File: src/rtl/xilinx_phy10g_qpll_reset_seq.sv
// QPLL reset/lock sequencer: one independent FSM per GTXE2_COMMON bank with power-up hold,
// reset pulse, lock timeout with bounded retries and stability qualification. Optional macro: QPLL_LOCKLOSS_CNT_EN.
module xilinx_phy10g_qpll_reset_seq #(
    parameter int NUM_QUADS          = 1,
    parameter int PWRUP_CYCLES       = 50000,
    parameter int RESET_CYCLES       = 16,
    parameter int LOCK_TIMEOUT       = 100000,
    parameter int LOCK_STABLE_CYCLES = 1024,
    parameter int MAX_RETRIES        = 3
) (
    input  logic                   clk_i,
    input  logic                   rst_i,
    input  logic [NUM_QUADS-1:0]   restart_i,
    input  logic [NUM_QUADS-1:0]   qplllock_i,
    output logic [NUM_QUADS-1:0]   qpllreset_o,
    output logic [NUM_QUADS-1:0]   ready_o,
    output logic [NUM_QUADS-1:0]   fail_o,
    output logic                   all_ready_o
`ifdef QPLL_LOCKLOSS_CNT_EN
    ,
    output logic [8*NUM_QUADS-1:0] lockloss_cnt_o
`endif
);

    localparam int MAX_PR  = (PWRUP_CYCLES > RESET_CYCLES) ? PWRUP_CYCLES : RESET_CYCLES;
    localparam int MAX_TS  = (LOCK_TIMEOUT > LOCK_STABLE_CYCLES) ? LOCK_TIMEOUT : LOCK_STABLE_CYCLES;
    localparam int MAX_CYC = (MAX_PR > MAX_TS) ? MAX_PR : MAX_TS;
    localparam int CNT_W   = $clog2(MAX_CYC + 1);
    localparam int RTY_W   = (MAX_RETRIES > 0) ? $clog2(MAX_RETRIES + 1) : 1;

    // Counters run downwards from (duration - 1); a state is left when they reach zero.
    localparam logic [CNT_W-1:0] C_PWRUP   = CNT_W'(PWRUP_CYCLES - 1);
    localparam logic [CNT_W-1:0] C_RESET   = CNT_W'(RESET_CYCLES - 1);
    localparam logic [CNT_W-1:0] C_TIMEOUT = CNT_W'(LOCK_TIMEOUT - 1);
    localparam logic [CNT_W-1:0] C_STABLE  = CNT_W'(LOCK_STABLE_CYCLES - 1);
    localparam logic [RTY_W-1:0] C_RTY_MAX = RTY_W'(MAX_RETRIES);

    typedef enum logic [2:0] {
        ST_PWRUP,
        ST_RESET,
        ST_WAIT_LOCK,
        ST_STABLE,
        ST_READY,
        ST_FAIL
    } state_t;

    logic [NUM_QUADS-1:0] r_lock_meta;
    logic [NUM_QUADS-1:0] r_lock_sync;
    logic                 r_all_ready;

    // QPLLLOCK is asynchronous to clk_i; this is the only crossing in the block.
    always_ff @(posedge clk_i or posedge rst_i) begin
        if (rst_i) begin
            r_lock_meta <= '0;
            r_lock_sync <= '0;
        end else begin
            r_lock_meta <= qplllock_i;
            r_lock_sync <= r_lock_meta;
        end
    end

    for (genvar q = 0; q < NUM_QUADS; q++) begin : g_quad
        state_t           r_state;
        state_t           w_state_nxt;
        logic [CNT_W-1:0] r_cnt;
        logic [CNT_W-1:0] w_cnt_nxt;
        logic [RTY_W-1:0] r_rty;
        logic [RTY_W-1:0] w_rty_nxt;
        logic             r_qpllreset;
        logic             r_ready;
        logic             r_fail;
        logic             w_lock_s;

        assign w_lock_s = r_lock_sync[q];

        always_ff @(posedge clk_i or posedge rst_i) begin
            if (rst_i) begin
                r_state     <= ST_PWRUP;
                r_cnt       <= C_PWRUP;
                r_rty       <= '0;
                r_qpllreset <= 1'b1;
                r_ready     <= 1'b0;
                r_fail      <= 1'b0;
            end else begin
                r_state     <= w_state_nxt;
                r_cnt       <= w_cnt_nxt;
                r_rty       <= w_rty_nxt;
                r_qpllreset <= (w_state_nxt == ST_PWRUP) || (w_state_nxt == ST_RESET);
                r_ready     <= (w_state_nxt == ST_READY);
                r_fail      <= (w_state_nxt == ST_FAIL);
            end
        end

        always_comb begin
            w_state_nxt = r_state;
            w_cnt_nxt   = r_cnt;
            w_rty_nxt   = r_rty;
            // A held restart keeps reloading the reset counter, so the pulse length counts from release.
            if (restart_i[q]) begin
                w_state_nxt = ST_RESET;
                w_cnt_nxt   = C_RESET;
                w_rty_nxt   = '0;
            end else begin
                case (r_state)
                    ST_PWRUP: begin
                        if (r_cnt == '0) begin
                            w_state_nxt = ST_RESET;
                            w_cnt_nxt   = C_RESET;
                        end else begin
                            w_cnt_nxt = r_cnt - CNT_W'(1);
                        end
                    end
                    ST_RESET: begin
                        if (r_cnt == '0) begin
                            w_state_nxt = ST_WAIT_LOCK;
                            w_cnt_nxt   = C_TIMEOUT;
                        end else begin
                            w_cnt_nxt = r_cnt - CNT_W'(1);
                        end
                    end
                    ST_WAIT_LOCK: begin
                        if (w_lock_s) begin
                            w_state_nxt = ST_STABLE;
                            w_cnt_nxt   = C_STABLE;
                        end else if (r_cnt == '0) begin
                            if (r_rty < C_RTY_MAX) begin
                                w_state_nxt = ST_RESET;
                                w_cnt_nxt   = C_RESET;
                                w_rty_nxt   = r_rty + RTY_W'(1);
                            end else begin
                                w_state_nxt = ST_FAIL;
                            end
                        end else begin
                            w_cnt_nxt = r_cnt - CNT_W'(1);
                        end
                    end
                    ST_STABLE: begin
                        // A dropout here is not a new attempt: the retry budget is kept.
                        if (!w_lock_s) begin
                            w_state_nxt = ST_WAIT_LOCK;
                            w_cnt_nxt   = C_TIMEOUT;
                        end else if (r_cnt == '0) begin
                            w_state_nxt = ST_READY;
                            w_rty_nxt   = '0;
                        end else begin
                            w_cnt_nxt = r_cnt - CNT_W'(1);
                        end
                    end
                    ST_READY: begin
                        if (!w_lock_s) begin
                            w_state_nxt = ST_RESET;
                            w_cnt_nxt   = C_RESET;
                            w_rty_nxt   = '0;
                        end
                    end
                    ST_FAIL: begin
                        w_state_nxt = ST_FAIL;
                    end
                    default: begin
                        w_state_nxt = ST_PWRUP;
                        w_cnt_nxt   = C_PWRUP;
                        w_rty_nxt   = '0;
                    end
                endcase
            end
        end

        assign qpllreset_o[q] = r_qpllreset;
        assign ready_o[q]     = r_ready;
        assign fail_o[q]      = r_fail;

`ifdef QPLL_LOCKLOSS_CNT_EN
        logic [7:0] r_llc;
        logic       w_lockloss;

        // Only genuine lock loss counts; a restart issued in the same cycle takes precedence.
        assign w_lockloss = (r_state == ST_READY) && !w_lock_s && !restart_i[q];

        always_ff @(posedge clk_i or posedge rst_i) begin
            if (rst_i) begin
                r_llc <= 8'd0;
            end else if (w_lockloss && (r_llc != 8'hFF)) begin
                r_llc <= r_llc + 8'd1;
            end
        end

        assign lockloss_cnt_o[8*q +: 8] = r_llc;
`endif
    end

    always_ff @(posedge clk_i or posedge rst_i) begin
        if (rst_i) begin
            r_all_ready <= 1'b0;
        end else begin
            r_all_ready <= &ready_o;
        end
    end

    assign all_ready_o = r_all_ready;

endmodule
File: config.mk
export PLATFORM = sky130hd
export DESIGN_NAME = xilinx_phy10g_qpll_reset_seq
export DESIGN_NICKNAME = d
export VERILOG_FILES = /design/src/rtl/xilinx_phy10g_qpll_reset_seq.sv
export SDC_FILE = /design/constraint.sdc
export NUM_CORES = 1
export LEC_CHECK = 0
export CAP_MARGIN = 5
export CORE_MARGIN = 5
export CORE_UTILIZATION = 30
export CTS_BUF_LIST = sky130_fd_sc_hd__clkbuf_2
export DETAILED_ROUTE_END_ITERATION = 12
export PLACE_DENSITY = 0.53
export SLEW_MARGIN = 40
export SYNTH_ARGS = -nofsm -noshare
export SYNTH_HDL_FRONTEND = slang
export SYNTH_SLANG_ARGS = --single-unit
File: constraint.sdc
create_clock -name clk_i -period 2.5 [get_ports clk_i]
set_input_delay 0.625 -clock clk_i [delete_from_list [all_inputs] [get_ports clk_i]]
set_output_delay 0.625 -clock clk_i [all_outputs]
set_load 0.01 [all_outputs]
* Word level (Yosys, flattened, before mapping)
Index checks and enable logic that the tools add are counted.
Storage, ports and cells: input port bits 4, bits in registers 28, logic and storage cells 65, output and inout port bits 4
Operators by class: add/subtract/negate cells 2, reduce and logical (&&, ||, !) cells 7, mux-type cells 28, magnitude comparators 1, equality and inequality tests 18
Operators by type and width (count):
- 17-bit two-way mux | 9
- 17-bit one-hot mux with 6 select lines | 1
- 3-bit two-way mux | 9
- 3-bit inequality test (second input constant) | 6
- 3-bit one-hot mux with 6 select lines | 1
- 17-bit logical NOT | 1
- 17-bit by 1-bit subtractor with 17-bit output (second input constant) | 1
- 2-bit two-way mux | 7
- 3-bit equality test (second input constant) | 4
- 2-bit one-hot mux with 4 select lines | 1
- 7-bit AND reduction | 1
- 3-bit by 1-bit equality test with 1-bit output (second input constant) | 2
- 3-bit by 2-bit equality test with 1-bit output (second input constant) | 2
- 3-bit logical NOT | 2
- 5-bit inequality test (second input constant) | 1
- 4-bit inequality test (second input constant) | 1
- 4-bit AND reduction | 1
- 3-bit OR reduction | 1
- 2-bit by 1-bit adder with 2-bit output (second input constant) | 1
- 2-bit < comparator (second input constant) | 1
- 2-bit by 1-bit inequality test with 1-bit output (second input constant) | 1
- 2-bit inequality test (second input constant) | 1
- 1-bit logical OR | 1

* Longest topological paths before layout
Gate-level depths: netlist (run 1).
word-level depth 8, depth in mapped cells 9, gate-level depth less buffers 8

* Least setup slack after synthesis (run 1)
Ideal clock, no wire load.
path type register to register, from register g_quad[0].r_cnt[0], to register g_quad[0].r_cnt[3], data arrival time 2156 ps, data required time 2420 ps, cell stages (with the launch flop) 10, path slack 264 ps, period minus slack after synthesis 2236 ps, path through dfstp_2 -> inv_1 -> ha_1 -> nor4b_1 -> and4_1 -> buf_2 -> or4_1 -> clkbuf_1 -> a2bb2oi_1 -> o22a_1
On the way: longest elaborated chain between the ends 5, elaborated cells on any way between the ends 13
RTL lines:
- start, declared | RTL line 65 | logic [CNT_W-1:0] r_cnt;
- start signal, assigned | RTL line 86 | r_cnt <= w_cnt_nxt;
- 17-bit by 1-bit subtractor with 17-bit output / 17-bit logical NOT (equally long branches)
- 17-bit two-way mux (on tied branches) | RTL line 142, 125
- 17-bit two-way mux (on tied branches) | RTL line 139, 122
- 17-bit one-hot mux with 6 select lines | RTL line 104 | case (r_state)
- 17-bit two-way mux | RTL line 99 | if (restart_i[q]) begin
Parallel ways exist; a longest one is shown, timed or not. The select of a mux whose other input is x is not followed. A chain may end at the register's enable or synchronous reset.

* Worst setup path after layout (run 1)
Same ends and word-level chain as after synthesis.

==> run summary, run 1 <==
Cells after Synth -> 220
final hold violation count -> 0
initial antenna violation count -> 0
grt total ovfl -> 0
Die Height -> 90.8 um
Synth Flop Type -> dfrtp_1
Final Skew -> 0.00855 ns
Yosys Warn Count -> 0
port bufs -> 7
Max Freq -> 0.419 GHz
fin crit share -> 0.954
Synth area leader -> dfrtp_1
Arr. time, crit path -> 2.75 ns
FP Rows -> 29
Max clock buf depth -> 2
I/O pin cnt -> 8
critical-path maximum fanout -> 8
first-pass iteration count of the detailed router -> 4
initial core utilization -> 0.309
EDFF count, synth -> 0
synthesis-to-finish area growth -> 13.5%
CP Class -> register to register
slowest CP cell -> or4_1
GR peak layer -> met2
CTS tree -> done
first-pass GRT wire length -> 8580 um
CP Capture Type -> register
largest net degree at the start of global routing -> 29
Vias -> 1758
GRT Util Overall -> 0.125
Max stage delay on crit path -> 0.63 ns
total core area -> 6350 sq um
asr flop ratio synth -> 1.00
H-tree depth -> 1
dpl hpwl -> 3550 um
Seq/Total Area, Yosys -> 0.364
clock tree sinks -> 28
Root Driver -> clkbuf_2
Final Max Slew Viols -> 0
Post-Route Setup TNS -> 0 ns
DIE AREA -> 8250 sq um
met1 Usage GRT -> 0.177
Post-Syn Area -> 1960 sq um
syn_area_per_cell -> 8.91 sq um
Total Wirelength -> 4960 um
CP Cell Sequence -> inv_1, ha_1, nor4b_2, and4_1, or4_1, a2bb2oi_1, o22a_1
post-route insts no fill -> 309
Die W -> 90.8 um
Cells after DPL -> 305
Max Cap Viol -> 0
Starting DRT DRC Count -> 136
post-synthesis register bit count -> 28
Post-route DRC -> 0
met2 Use GR -> 0.201
Req. time, crit path -> 2.86 ns
vias in the first global route -> 1702
Final Wtd Congestion -> 0.831
fillcell total -> 647
Clk Latency, worst-skew pair -> 0.38 ns
Post-synth top cells -> dfrtp_1 (18), o21ai_0 (18), a21oi_1 (15), nor2_1 (15)
Nets -> 240
grt met3 use -> 0.0233
CTS Buf Count -> 3
RSZ-0062 raised after global routing -> false
Pwr per Cell Area -> 381 nW/um^2
Peak VDD IR -> 0.000231 V
Worst-path clk slew -> 0.30 ns
outcome -> finished clean
n_diodes -> 0
vias per cell -> 5.69
count of cell types in the netlist -> 57
syn nets -> 227
fin crit period -> 2.38 ns
Slew @ Worst Pin -> 0.578 ns
Final setup viols -> 0
total leakage power -> 0.891 nW
Area contributors post-synth -> dfrtp_1 (23%), dfstp_2 (13%), o21ai_0 (4.6%)
WL/cell -> 16.0 um
Critical Path Source Type -> register
HP Class -> register to register
Relative slew margins -> 0.611
Post-DRT Antenna Nets -> 0
Synth top area share -> 0.230
fraction of layout cells with a size suffix above 1 -> 0.177
[critical path, delay by kind of cell, from the launching register on]
kind / cells / cell delay, ns
buffers and inverters: 1 / 0.07
AND/OR/NAND/NOR: 3 / 1.11
adder cells (fa/ha/maj): 1 / 0.19
AO/OA/AOI/OAI: 2 / 0.37
flip-flops: 1 / 0.62
[cell families after synthesis]
| logic type | count (synthesis) | synth area share |
|---|---|---|
| buf+inv | 22 | 0.0511 |
| flops | 28 | 0.364 |
| fa+ha+maj | 3 | 0.0192 |
| mux | 7 | 0.0364 |
| compound gates | 81 | 0.271 |
| xor+xnor | 6 | 0.0268 |
| simple gates | 73 | 0.231 |
[timing repair]
action / CTS / global route
endpoints found under the setup margin: 0 / 1
buffers inserted: 0 / 0
hold buffers: 0 / 0
resized for setup: 0 / 1
[area by class of cell]
| cell class | count | area (sq um) | share of cell area |
|---|---|---|---|
| inverter | 7 | 26.3 | 0.0118 |
| timing repair buffer | 23 | 190 | 0.0855 |
| clock inverter | 1 | 30.0 | 0.0135 |
| clock buffer | 3 | 15.0 | 0.00675 |
| tap | 77 | 96.3 | 0.0433 |
| sequential | 28 | 713 | 0.321 |
| multi-input combinational | 170 | 1150 | 0.518 |
[final timing paths]
kind	slack [ns]	endpoint	depth (start not counted)	startpoint
max in group asynchronous	1.64	qpllreset_o$_DFF_PP1_	3	rst_i
max	0.12	g_quad[0].r_cnt[3]$_DFFE_PP1P_	7	g_quad[0].r_cnt[0]$_DFFE_PP1P_
min reg2reg	0.39	g_quad[0].w_lock_s$_DFF_PP0_	0	r_lock_meta$_DFF_PP0_
min in group asynchronous	0.55	g_quad[0].r_cnt[7]$_DFFE_PP0P_	3	rst_i
min	0.39	g_quad[0].w_lock_s$_DFF_PP0_	0	r_lock_meta$_DFF_PP0_
max reg2reg	0.12	g_quad[0].r_cnt[3]$_DFFE_PP1P_	7	g_quad[0].r_cnt[0]$_DFFE_PP1P_
[sequential cells by signal (all words and copies together), names as in the netlist]
register and flops:
g_quad.r_rty 2, g_quad.w_lock_s 1, ready_o 1, qpllreset_o 1, g_quad.r_cnt 17, all_ready_o 1
r_lock_meta 1, fail_o 1, g_quad.r_state 3
[power breakdown]
part	internal, mW	leakage, nW	switching [mW]
Clock	0.137	0.0266	0.151
Sequential	0.466	0.345	0.00934
Combinational	0.0328	0.519	0.0498
[cells in the final DEF (no fill, tap or decap), types with 3 or more instances in the layout]
cell	netlist	layout
nand3_1	3	3
dfrtp_1	18	18
ha_1	3	3
a2bb2oi_1	4	4
a21oi_1	15	15
inv_1	5	5
o2bb2ai_1	3	3
nor2_1	15	15
clkbuf_2	0	3
or4_1	3	3
o21ai_0	18	18
mux2i_1	6	6
xor2_1	4	4
nand2_1	11	11
dfstp_2	10	10
nor3_1	9	9
o21ai_1	4	4
o22ai_1	3	3
a31oi_1	7	7
buf_4	0	16
or3_1	5	5
o21a_1	4	4
and2_1	3	3
nor3b_1	3	3
o41ai_1	3	3
clkdlybuf4s50_1	0	7
nand2b_1	5	5
[stage by stage]
step	power (mW)	hold WS [ns]	worst slack (ns)	utilization	instance area, sq um
detailed placement	0.564	0.336	0.134	0.342	2170
CTS	0.859	0.394	0.149	0.349	2220
global placement	0.564	0.334	0.168	0.342	2170
floorplan	0.535	0.331	0.264	-	1960
finish	0.847	0.394	0.115	0.350	2220
global route	0.885	0.410	0.0462	0.350	2220
[layer usage]
layer  part of all wire  up-vias
met3              0.040        2
met2               0.47       30
met5                  0        -
met1               0.48      865
li1                   -      861
met4             0.0046        0
No activity file was read; power rests on OpenSTA's default activity.
==> inputs of run 2 (changes only) <==
- REMOVE_ABC_BUFFERS: not set -> 1
==> run 2 against run 1 <==
Net effect: cell area up 0.39%; first-iteration DRC count up 5.1%; combinational power up 4.2%; via count down 0.97%; non-clock buffer count up 2; sequential share of layout area down 0.13 points; register-to-register slack better by 0.04 ns; routed wire length up 0.83%; clock power down 2%; flip-flop and latch count unchanged; critical path type unchanged; highest routed layer unchanged.
==> run summary, run 2 (same netlist as run 1, synthesis figures left out) <==
critical-path maximum fanout -> 8
vias per cell -> 5.60
Cell Int Power -> 640 uW
initial antenna violation count -> 0
RSZ-0062 raised after global routing -> false
Sw Share -> 0.242
n_diodes -> 0
Peak VDD IR -> 0.000232 V
CTS tree -> done
Cells after DPL -> 305
total leakage power -> 0.897 nW
first-pass GRT wire length -> 8940 um
sequential share of power -> 0.563
Max Freq -> 0.427 GHz
CTS Buf Count -> 3
port bufs -> 7
Root Driver -> clkbuf_2
Starting DRT DRC Count -> 143
fraction of layout cells with a size suffix above 1 -> 0.179
Final Wtd Congestion -> 0.892
WL/cell -> 16.1 um
largest net degree at the start of global routing -> 29
post-route insts no fill -> 311
Req. time, crit path -> 2.85 ns
dpl hpwl -> 3610 um
Final Max Slew Viols -> 0
Clk network pwr share -> 0.335
grt total ovfl -> 0
Total Wirelength -> 5000 um
Final setup viols -> 0
DIE AREA -> 8250 sq um
Die Height -> 90.8 um
Die W -> 90.8 um
Max clock buf depth -> 2
Final Skew -> 0.0154 ns
Pwr per Cell Area -> 378 nW/um^2
Relative slew margins -> 0.609
commonest non-fill, non-tap cells in the layout -> o21ai_0 (18), dfrtp_1 (18), buf_4 (18)
I/O pin cnt -> 8
first-pass iteration count of the detailed router -> 4
Largest Register -> g_quad.r_cnt
clock tree sinks -> 28
Largest regs -> g_quad.r_cnt (17), g_quad.r_state (3), g_quad.r_rty (2)
max reg flops -> 17
Max Cap Viol -> 0
H-tree depth -> 1
fin crit period -> 2.34 ns
Clk Latency, worst-skew pair -> 0.39 ns
Slew @ Worst Pin -> 0.579 ns
HP Class -> register to register
Post-Route Setup TNS -> 0 ns
vias in the first global route -> 1722
Post-DRT Antenna Nets -> 0
Nets -> 242
Vias -> 1741
fin crit share -> 0.936
outcome -> finished clean
CP Capture Type -> register
GRT Util Overall -> 0.129
Worst-path clk slew -> 0.28 ns
PostCTS Resize Cnt -> 0
final hold violation count -> 0
Arr. time, crit path -> 2.69 ns
FP Rows -> 29
combinational power share -> 0.102
total core area -> 6350 sq um
P_sw -> 205 uW
synthesis-to-finish area growth -> 13.9%
initial core utilization -> 0.309
CP Class -> register to register
Post-route DRC -> 0
Critical Path Source Type -> register
hold-fix buffer count after cts -> 0
run 2: cell count changes in the layout (fill, tap and decap cells not counted), sizes merged:
cell and change:
buf +2
run 2: worst paths after layout:
| check | end | cells past startpoint | slack, ns | from |
|---|---|---|---|---|
| hold reg to reg | g_quad[0].w_lock_s$_DFF_PP0_ | 0 | 0.39 | r_lock_meta$_DFF_PP0_ |
| setup / recovery | g_quad[0].r_cnt[15]$_DFFE_PP1P_ | 5 | 0.16 | g_quad[0].r_cnt[4]$_DFFE_PP0P_ |
| hold / removal | g_quad[0].w_lock_s$_DFF_PP0_ | 0 | 0.39 | r_lock_meta$_DFF_PP0_ |
| max in group asynchronous | g_quad[0].r_cnt[8]$_DFFE_PP1P_ | 3 | 1.63 | rst_i |
| setup reg to reg | g_quad[0].r_cnt[15]$_DFFE_PP1P_ | 5 | 0.16 | g_quad[0].r_cnt[4]$_DFFE_PP0P_ |
| min in group asynchronous | fail_o$_DFF_PP0_ | 3 | 0.55 | rst_i |
run 2: through the flow:
step	setup slack, ns	utilization	total power, mW	hold WS, ns	cell area, sq um
3_3_place_gp	0.145	0.342	0.568	0.335	2170
6_report	0.160	0.352	0.844	0.394	2230
4_1_cts	0.0547	0.349	0.860	0.397	2220
5_1_grt	0.0776	0.352	0.897	0.413	2230
2_1_floorplan	0.339	-	0.533	0.331	1890
3_5_place_dp	0.103	0.342	0.567	0.340	2170
run 2: cell type report:
class | instances | area, sq um
sequential | 28 | 713
inverter | 7 | 26.3
fill | 630 | 4120
clock inverter | 1 | 30.0
clock buffer | 3 | 15.0
tap | 77 | 96.3
multi-input combinational | 170 | 1150
timing repair buffer | 25 | 205
run 2: what timing repair did:
action,in CTS,in global routing
setup buffers,0,2
endpoints found under the hold margin,0,0
setup endpoints to repair,0,19
run 2: worst max-delay path, cell delays in order, from the launching register on:
cell     delay [ns]
dfrtp_1        0.55
or4_4          0.64
nor4_4         0.28
mux2_2         0.37
a221o_1        0.29
a31oi_1        0.18
run 2: routing by layer:
layer  track usage  share of wire  vias to the layer above
met3        0.0150          0.045                        5
met5             0              0                        -
met4        0.0318          0.011                        0
met2         0.200           0.45                       49
met1         0.190           0.49                      824
li1              -              -                      863
run 2: power groups by stage:
stage | Clock, mW | Combinational (mW) | Sequential (mW)
2_1_floorplan | 0 | 0.0518 | 0.481
3_3_place_gp | 0 | 0.0869 | 0.482
3_5_place_dp | 0 | 0.0857 | 0.482
4_1_cts | 0.299 | 0.0861 | 0.476
5_1_grt | 0.323 | 0.0961 | 0.478
6_report | 0.283 | 0.0860 | 0.476
==> inputs of run 3 (changes only) <==
- ABC_CLOCK_PERIOD_IN_PS: not set -> 2910
- clock period: 2.5 -> 2.91 ns (I/O delays scaled with it)
==> run 3 against run 2 <==
Net effect: clock skew down 0.0025 ns; critical path type unchanged; count of clock-buffer cells in the layout unchanged; maximum frequency down 3.8%; sequential power down 14%; cell area down 2.4%; largest power group unchanged.
==> run summary, run 3 (same netlist as run 1, synthesis figures left out) <==
first-pass GRT wire length -> 8420 um
Req. time, crit path -> 3.27 ns
vias per cell -> 5.66
hold_sp -> r_lock_meta$_DFF_PP0_
Clk network pwr share -> 0.341
CP Capture Type -> register
fraction of layout cells with a size suffix above 1 -> 0.154
port bufs -> 7
Sw Share -> 0.246
Die Height -> 90.8 um
Critical Path Source Type -> register
Cells after DPL -> 300
Setup Fix Bufs, Post-CTS -> 0
Peak VDD IR -> 0.000216 V
worst hold slack -> 0.398 ns
H-tree depth -> 1
Max stage delay on crit path -> 0.61 ns
Post-DRT Antenna Nets -> 0
Total Wirelength -> 4840 um
critical-path maximum fanout -> 8
combinational power share -> 0.095
Largest Register -> g_quad.r_cnt
CTS Buf Count -> 3
Max clock buf depth -> 2
n_diodes -> 0
Root Driver -> clkbuf_2
CP Class -> register to register
Max Cap Viol -> 0
initial antenna violation count -> 0
hold-fix buffer count after cts -> 0
FP Rows -> 29
fin crit share -> 0.836
critical path launch point -> g_quad[0].r_cnt[0]$_DFFE_PP1P_
CP Cell Sequence -> inv_1, ha_1, nor4b_1, buf_4, and4_1, or4_1, a2bb2oi_1, o22a_1
dpl hpwl -> 3520 um
worst path buffer plus inverter count -> 2
Max Freq -> 0.411 GHz
Post-route DRC -> 0
hold depth -> 0
Starting DRT DRC Count -> 161
P_sw -> 178 uW
Final Skew -> 0.0129 ns
Crit path depth -> 8
Cell Int Power -> 546 uW
grt total ovfl -> 0
Clk Latency, worst-skew pair -> 0.39 ns
GRT Util Overall -> 0.124
R2R Setup Slk -> 0.48 ns
HP Class -> register to register
Worst-path clk slew -> 0.30 ns
final hold violation count -> 0
slowest CP cell -> dfstp_2
Die W -> 90.8 um
initial core utilization -> 0.309
PostCTS Resize Cnt -> 0
clock tree sinks -> 28
RR Startpoint -> g_quad[0].r_cnt[0]$_DFFE_PP1P_
outcome -> finished clean
Largest regs -> g_quad.r_cnt (17), g_quad.r_state (3), g_quad.r_rty (2)
I/O pin cnt -> 8
total core area -> 6350 sq um
Post-Route Setup TNS -> 0 ns
Slew @ Worst Pin -> 0.654 ns
largest net degree at the start of global routing -> 30
Final setup viols -> 0
Final Wtd Congestion -> 0.953
Vias -> 1721
Relative slew margins -> 0.562
Arr. time, crit path -> 2.79 ns
Reg2Reg Depth -> 8
Nets -> 235
CTS tree -> done
sequential share of power -> 0.564
Pwr per Cell Area -> 332 nW/um^2
vias in the first global route -> 1714
Final Max Slew Viols -> 0
max reg flops -> 17
synthesis-to-finish area growth -> 11.2%
total leakage power -> 0.865 nW
fin crit period -> 2.43 ns
post-route insts no fill -> 304
commonest non-fill, non-tap cells in the layout -> o21ai_0 (18), dfrtp_1 (18), nor2_1 (15), a21oi_1 (15)
WL/cell -> 15.9 um
first-pass iteration count of the detailed router -> 4
RSZ-0062 raised after global routing -> false
Largest delay share family, worst path -> simple AND/OR/NAND/NOR gates
Place WS -> 0.437 ns
DIE AREA -> 8250 sq um
setup ws final -> 0.479 ns
==> run 3: per-stage QoR <==
stage	power [mW]	cell area, sq um	util
floorplan	0.457	1890	-
global placement	0.483	2130	0.336
detailed placement	0.483	2130	0.336
CTS	0.737	2180	0.343
global route	0.762	2180	0.343
finish	0.724	2180	0.343
==> run 3: power groups by stage <==
stage                     Combinational [mW]  Clock (mW)  Sequential (mW)
final                                 0.0688       0.247            0.408
after global placement                0.0701           0            0.413
after floorplan                       0.0445           0            0.413
after global routing                  0.0786       0.274            0.410
after detailed placement              0.0699           0            0.413
after CTS                             0.0701       0.259            0.408
==> run 3: final timing paths <==
path | end
worst max-delay path | g_quad[0].r_cnt[3]$_DFFE_PP1P_
worst min-delay path | g_quad[0].w_lock_s$_DFF_PP0_
min in group asynchronous | all_ready_o$_DFF_PP0_
worst min register to register | g_quad[0].w_lock_s$_DFF_PP0_
worst max register to register | g_quad[0].r_cnt[3]$_DFFE_PP1P_
max in group asynchronous | g_quad[0].r_cnt[6]$_DFFE_PP1P_
==> run 3: final cells by class <==
type / count / area, sq um
fillers: 636 / 4170
clock buffers: 3 / 15.0
clock inverters: 1 / 30.0
repair buffers: 18 / 153
well taps: 77 / 96.3
inverters: 7 / 26.3
flip-flops and latches: 28 / 713
multi-input cells: 170 / 1150
==> run 3: routing by layer <==
metal,up-vias,routed length (um),track usage
li1,850,-,-
met3,8,185,0.0200
met4,0,93,0.0465
met2,37,2220,0.192
met1,826,2340,0.172
met5,-,0,0
